File: src/rtl/reg_arb_defs_pkg.sv
// Shared encodings and default sizing for the register-bank write arbiter.
package reg_arb_defs_pkg;

  typedef enum logic [1:0] {
    ST_IDLE  = 2'd0,
    ST_WRITE = 2'd1,
    ST_CLEAR = 2'd2
  } arb_state_t;

  localparam int DEF_NREQ  = 4;
  localparam int DEF_NREG  = 4;
  localparam int DEF_WIDTH = 32;

endpackage

File: src/rtl/rr_pick.sv
// Combinational round-robin picker: first set mask bit searching upward from ptr, wrapping at N.
// Zero latency; no flow control of its own.
module rr_pick #(
  parameter int N  = 4,
  parameter int PW = 2
) (
  input  logic [N-1:0]  mask,
  input  logic [PW-1:0] ptr,
  output logic [N-1:0]  win_oh,
  output logic [PW-1:0] win_idx,
  output logic          win_vld
);

  logic [PW:0]   sum;
  logic [PW-1:0] cand;

  always_comb begin
    win_oh  = '0;
    win_idx = '0;
    win_vld = 1'b0;
    sum     = '0;
    cand    = '0;
    for (int i = 0; i < N; i++) begin
      // Candidate index (ptr + i) mod N without a divider.
      sum = {1'b0, ptr} + (PW+1)'(i);
      if (sum >= (PW+1)'(N)) sum = sum - (PW+1)'(N);
      cand = sum[PW-1:0];
      if (!win_vld && mask[cand]) begin
        win_vld       = 1'b1;
        win_idx       = cand;
        win_oh[cand]  = 1'b1;
      end
    end
  end

endmodule

File: src/rtl/reg_bank_arbiter.sv
// Round-robin arbiter owning the write port and clear of a load-enable register bank.
// req sampled at edge t -> one-cycle gnt/reg_en, bank loads at t+1; requests wait (level req) until granted, clear has priority.
module reg_bank_arbiter
  import reg_arb_defs_pkg::*;
#(
  parameter int NREQ  = DEF_NREQ,
  parameter int NREG  = DEF_NREG,
  parameter int WIDTH = DEF_WIDTH,
  localparam int AW   = $clog2(NREG)
) (
  input  logic                  clk,
  input  logic                  rst,
  input  logic [NREQ-1:0]       req,
  input  logic [NREQ*AW-1:0]    req_addr,
  input  logic [NREQ*WIDTH-1:0] req_data,
  input  logic                  clr,
  output logic [NREQ-1:0]       gnt,
  output logic [NREG-1:0]       reg_en,
  output logic [WIDTH-1:0]      reg_din,
  output logic                  reg_rst,
  output logic                  busy
);

  localparam int PW = $clog2(NREQ);

  arb_state_t        state, state_nxt;
  logic [PW-1:0]     ptr;
  logic              clr_pend;
  logic [AW-1:0]     hold_addr;
  logic [WIDTH-1:0]  hold_data;
  logic [NREQ-1:0]   elig;
  logic [NREQ-1:0]   win_oh;
  logic [PW-1:0]     win_idx;
  logic              win_vld;

  // The current grantee may still be deasserting during its WRITE cycle.
  assign elig = (state == ST_WRITE) ? (req & ~gnt) : req;

  rr_pick #(.N(NREQ), .PW(PW)) u_pick (
    .mask    (elig),
    .ptr     (ptr),
    .win_oh  (win_oh),
    .win_idx (win_idx),
    .win_vld (win_vld)
  );

  always_comb begin
    state_nxt = ST_IDLE;
    reg_en    = '0;
    reg_din   = '0;
    reg_rst   = 1'b0;
    busy      = (state != ST_IDLE);
    if ((state != ST_CLEAR) && (clr_pend || clr)) state_nxt = ST_CLEAR;
    else if (win_vld)                             state_nxt = ST_WRITE;
    case (state)
      ST_WRITE: begin
        reg_en[hold_addr] = 1'b1;
        reg_din           = hold_data;
      end
      ST_CLEAR: reg_rst = 1'b1;
      default: ;
    endcase
  end

  always_ff @(posedge clk) begin
    if (rst) begin
      state     <= ST_IDLE;
      ptr       <= '0;
      clr_pend  <= 1'b0;
      hold_addr <= '0;
      hold_data <= '0;
      gnt       <= '0;
    end else begin
      state <= state_nxt;
      gnt   <= '0;
      if (state_nxt == ST_CLEAR) clr_pend <= 1'b0;
      else if (clr)              clr_pend <= 1'b1;
      if (state_nxt == ST_WRITE) begin
        gnt       <= win_oh;
        hold_addr <= req_addr[win_idx*AW +: AW];
        hold_data <= req_data[win_idx*WIDTH +: WIDTH];
        ptr       <= (win_idx == PW'(NREQ-1)) ? '0 : win_idx + 1'b1;
      end
    end
  end

endmodule

File: config.mk
export PLATFORM = sky130hd
export DESIGN_NAME = reg_bank_arbiter
export DESIGN_NICKNAME = d
export VERILOG_FILES = /design/src/rtl/reg_arb_defs_pkg.sv /design/src/rtl/rr_pick.sv /design/src/rtl/reg_bank_arbiter.sv
export SDC_FILE = /design/constraint.sdc
export NUM_CORES = 1
export LEC_CHECK = 0
export CAP_MARGIN = 5
export CELL_PAD_IN_SITES_DETAIL_PLACEMENT = 1
export CELL_PAD_IN_SITES_GLOBAL_PLACEMENT = 1
export CORE_MARGIN = 2
export CORE_UTILIZATION = 28
export DETAILED_ROUTE_END_ITERATION = 12
export PLACE_DENSITY = 0.88
export SLEW_MARGIN = 5
export SYNTH_ARGS = -nofsm -noshare
export SYNTH_HDL_FRONTEND = slang
export SYNTH_SLANG_ARGS = --single-unit
File: constraint.sdc
create_clock -name clk -period 3.6 [get_ports clk]
set_input_delay 0.54 -clock clk [delete_from_list [all_inputs] [get_ports clk]]
set_output_delay 0.54 -clock clk [all_outputs]
set_load 0.005 [all_outputs]
Yosys cells after proc, flatten, opt, wreduce, memory -nomap -nowiden

Index checks and enable logic that the tools add are counted.
Widths: inputs -> output; s select.

Flip-flop bits (word level): 43
Input bits: 143
Output and inout port bits: 42
Logic and storage cells: 99

Add/sub/neg operators: 8
Order comparisons: 14
Equality and inequality tests: 6
Shift operators: 2
Mux-type cells: 41
Bitwise operators: 6
Reductions and logical operators: 16

Operators with widths:

| cell                | number |
|---|---|
| $shiftx 128x8->32   | 1 |
| $mux 32             | 1 |
| $mux 4              | 6 |
| $mux 2              | 10 |
| $lt 2x3->1 const B  | 5 |
| $mux 1              | 15 |
| $or 4x4->4          | 3 |
| $demux 1 s2         | 5 |
| $ge 2x1->1 const B  | 5 |
| $ge 3x3->1 const B  | 3 |
| $logic_and 1x1->1   | 9 |
| $bmux 1 s2          | 4 |
| $shiftx 8x4->2      | 1 |
| $sub 2x1->2 const B | 4 |
| $add 2x2->3 const B | 2 |
| $eq 2x2->1 const B  | 3 |
| $and 4x4->4         | 1 |
| $eq 2x1->1 const B  | 2 |
| $not 4->4           | 1 |
| $reduce_or 2->1     | 2 |
| $add 2x1->3 const B | 1 |
| $ge 2x3->1 const B  | 1 |
| $logic_not 1->1     | 3 |
| $add 2x1->2 const B | 1 |
| 4 further kinds     | 4 |

Logic depth before layout (Yosys ltp)

Word-level depth: 20
Gate-level depth with buffers: 13

By module

A second synthesis with hierarchy kept.

Cell total of the unflattened synthesis: 236
Area, all modules: 2,920.3 um2

Modules (own cells, without submodules):

| module           | times used | cells each | area an instance (um2) | sequential area each (um2) |
|---|---|---|---|---|
| reg_bank_arbiter | 1          | 191        | 2,498.6                | 860.8 |
| rr_pick          | 1          | 45         | 421.7                  | 0.0 |

Least setup slack after synthesis

No wires, ideal clock.

Kind: register to register
Start point: reg ptr[1]
End point: reg hold_data[10]
Setup time: 117 ps
Arrival: 2,917 ps
Setup slack: 565 ps
Stages on the path, launching flop included: 12
Path buffers: 4
Clock period less this slack: 3,035 ps
Path through: dfxtp_1 > clkbuf_1 > inv_1 > ha_1 > clkbuf_1 > mux4_2 > nor2_1 > o32a_1 > buf_6 > buf_12 > nand2_2 > a32o_1

Word-level cells in the longest chain between the ends: 17
Elaborated cells on any way between the ends: 41
Those cells by class: 7 x add/sub; 4 x order compare; 1 x eq/ne; 1 x shift; 22 x mux; 6 x reduce/logical

Ends and longest elaborated chain:

| item                                                 | RTL line               | RTL |
|---|---|---|
| start, declared                                      | reg_bank_arbiter.sv:27 | `logic [PW-1:0] ptr;` |
| start signal, assigned                               | reg_bank_arbiter.sv:82 | `ptr <= (win_idx == PW'(NREQ-1)) ? '0 : win_idx + 1'b1;` |
| branches (longest 17 deep; another with $add 2x1->3) | --                     |  |
| end signal, assigned                                 | reg_bank_arbiter.sv:81 | `hold_data <= req_data[win_idx*WIDTH +: WIDTH];` |
| end, declared                                        | reg_bank_arbiter.sv:30 | `logic [WIDTH-1:0] hold_data;` |

Parallel ways; which one is timed is not known. The select of a mux whose other input is x is not followed.
A chain may end at the register's enable or synchronous reset.

Final worst setup path

Start point: reg ptr[1]
End point: reg hold_data[17]

Same word-level chain as after synthesis.

==> out/qor.csv <==
metric,value,unit
ios,185,
combPwrFrac,0.567,
setup_viol,0,
root_buffer,clkbuf_16,
die_w,114,um
crit_path_end_kind,flip-flop,
cp_num_cells,10,
power.leakage,0.00207,uW
final_hold_viol_count,0,
crit_path_start_kind,flip-flop,
vias_per_cell,5.21,
yosys.area.top_type,dfxtp_1,
cts.sinks,43,
holdWs,455,ps
cts-htree-levels,2,
slowest_delay,630,ps
cts_buffers,5,
yosys_warnings,0,
post-place-cells,692,
synth_ff_type,dfxtp_1,
r2r_cells,10,
worstSkewPairLatency,290,ps
sw_frac_of_total,0.394,
fillCellCount,1323,
synthArstFlopShare,0,
coreArea,11600,um2
cp.arrival,3520,ps
first_global_vias,3957,
path_cells,"inv_1, ha_1, nand2b_1, a32oi_1, a311oi_1, o32ai_4, buf_4, mux2i_1, nand2_2, a32o_1",
num-nets-final,707,
crit_slowest_cell,dfxtp_1,
cts_tree,yes,
critPathBufInv,2,
num_rows,39,
grt_max_degree,42,
syn_area,3360,um2
syn_inst,381,
synth.net_count,532,
diodes,0,
final_max_slew_viol_count,0,
period_needed,3340,ps
post-route-drc-count,0,
die_y,114,um
mostFrequentLayoutCell,clkdlybuf4s50_1,
min_path_type,flip-flop to flip-flop,
tns,0,ps
io_buffers,184,
multi_input_area,2340,um2
fmaxAchievable,299,MHz
whs_path_depth,1,
fin_worst_skew,4.42,ps
ys_seq_elements,43,
grt_pass1_wl,20100,um
synth.distinct_cells,50,
cp_max_fo,41,
drt-wirelength-per-cell,18.0,um
clkTransAtPathRegs,60,ps
regArea,861,um2
final_cells,700,
cp_top_family,buffers and inverters,
yosysSeqAreaShare,0.256,
vias,3646,
final_cell_mix,"184 x clkdlybuf4s50_1, 68 x mux2i_1, 59 x nand2_1",
powerDensity,511,nW/um2
ir_worst_vdd,0.285,mV
wirelength,12600,um
p_switching,1110,uW
initialDrtViolationCount,114,
final_util,0.475,
hpwlAfterDp,9960,um
die-area,12900,um2
clock_path_buffers,2,
p_int,1700,uW
crit_type,flip-flop to flip-flop,
drv_cap,0,
cts_hold_buf,0,
synth.area.top_cells,"dfxtp_1 26%, mux2i_1 20%, a32o_1 10%, and2_1 6.7%, nand2_1 6.6%",
pwr-share-clk,0.194,
period_share,0.927,
ant_nets,0,
critPathRequiredTime,3780,ps
dr.pass1.iters,4,
syn_avg_cell_area,8.81,um2
drive_gt1_frac,0.111,
grt_overflow,0,
slew_headroom,0.553,
cts_resized,0,
cts_setup_buffers,0,
gp_congestion,0.859,
synth_edf_count,0,
worstMarginPinSlew,671,ps
initial_utilization,0.290,
antenna_found_initial,0,
layout-area-overhead-vs-synth,63.7,%
rsz0062_at_grt,false,
synth_top_area_frac,0.256,
status,completed,
sequentialPowerShare,0.240,
gr-usage-all-layers,0.197,
-- metal layers --
| metal | part of all wire | global-route usage | routed length, um |
|---|---|---|---|
| met1 | 0.37 | 0.202 | 4650 |
| met2 | 0.54 | 0.383 | 6880 |
| met3 | 0.065 | 0.0553 | 826 |
| met4 | 0.021 | 0.0602 | 265 |
| met5 | 0 | 0 | 0 |
-- worst reg2reg max path: cells and delay by family, from the launching register on --
kind            cells  cell delay [ps]
mux                 1              350
simple gates        2              170
compound gates      4              750
flops               1              630
buf+inv             2              760
fa+ha+maj           1              570
-- flip-flops by register name, indices dropped and copies added, names as in the netlist --
name,cells
hold_data,32
clr_pend,1
state,2
gnt,4
ptr,2
hold_addr,2
-- worst paths after layout --
| path | from | endpoint | slack [ps] |
|---|---|---|---|
| max | ptr[1] | hold_data[17] | 260 |
| min | hold_data[0] | hold_data[0] | 450 |
| max reg2reg | ptr[1] | hold_data[17] | 260 |
| min reg2reg | hold_data[0] | hold_data[0] | 450 |
-- cell families after synthesis --
kind of cell / synth area share
AO/OA/AOI/OAI: 0.181
XOR/XNOR: 0.00261
adder cells (fa/ha/maj): 0.0298
buffers and inverters: 0.0555
flip-flops: 0.256
multiplexers: 0.223
AND/OR/NAND/NOR: 0.252
-- synthesized netlist by cell type (6+ instances only) --
cell type / instances
dfxtp_1: 43
o211ai_1: 7
mux2i_1: 68
ha_1: 8
and2_1: 36
buf_2: 10
a32o_1: 34
clkbuf_1: 12
nand2_2: 30
nand2_1: 59
o21ai_0: 6
-- through the flow --
stage	power [uW]	instance area (um2)	setup slack [ps]
2_1_floorplan	1830	3360	565
3_3_place_gp	2230	5320	462
3_5_place_dp	2300	5320	262
4_1_cts	2850	5500	262
5_1_grt	3010	5500	76.9
6_report	2810	5500	261
-- area by class of cell --
type,instances,area share
repair buffers,196,0.351
clock buffers,6,0.0253
flip-flops and latches,43,0.157
inverters,3,0.00205
multi-input cells,307,0.426
clock inverters,2,0.00637
well taps,143,0.0325
-- power groups by stage --
stage	sequential [uW]	combinational [uW]	clock, uW
2_1_floorplan	658	1170	0
3_3_place_gp	674	1550	0
3_5_place_dp	685	1620	0
4_1_cts	675	1620	558
5_1_grt	692	1740	582
6_report	673	1590	544
No activity file was read; power rests on OpenSTA's default activity.
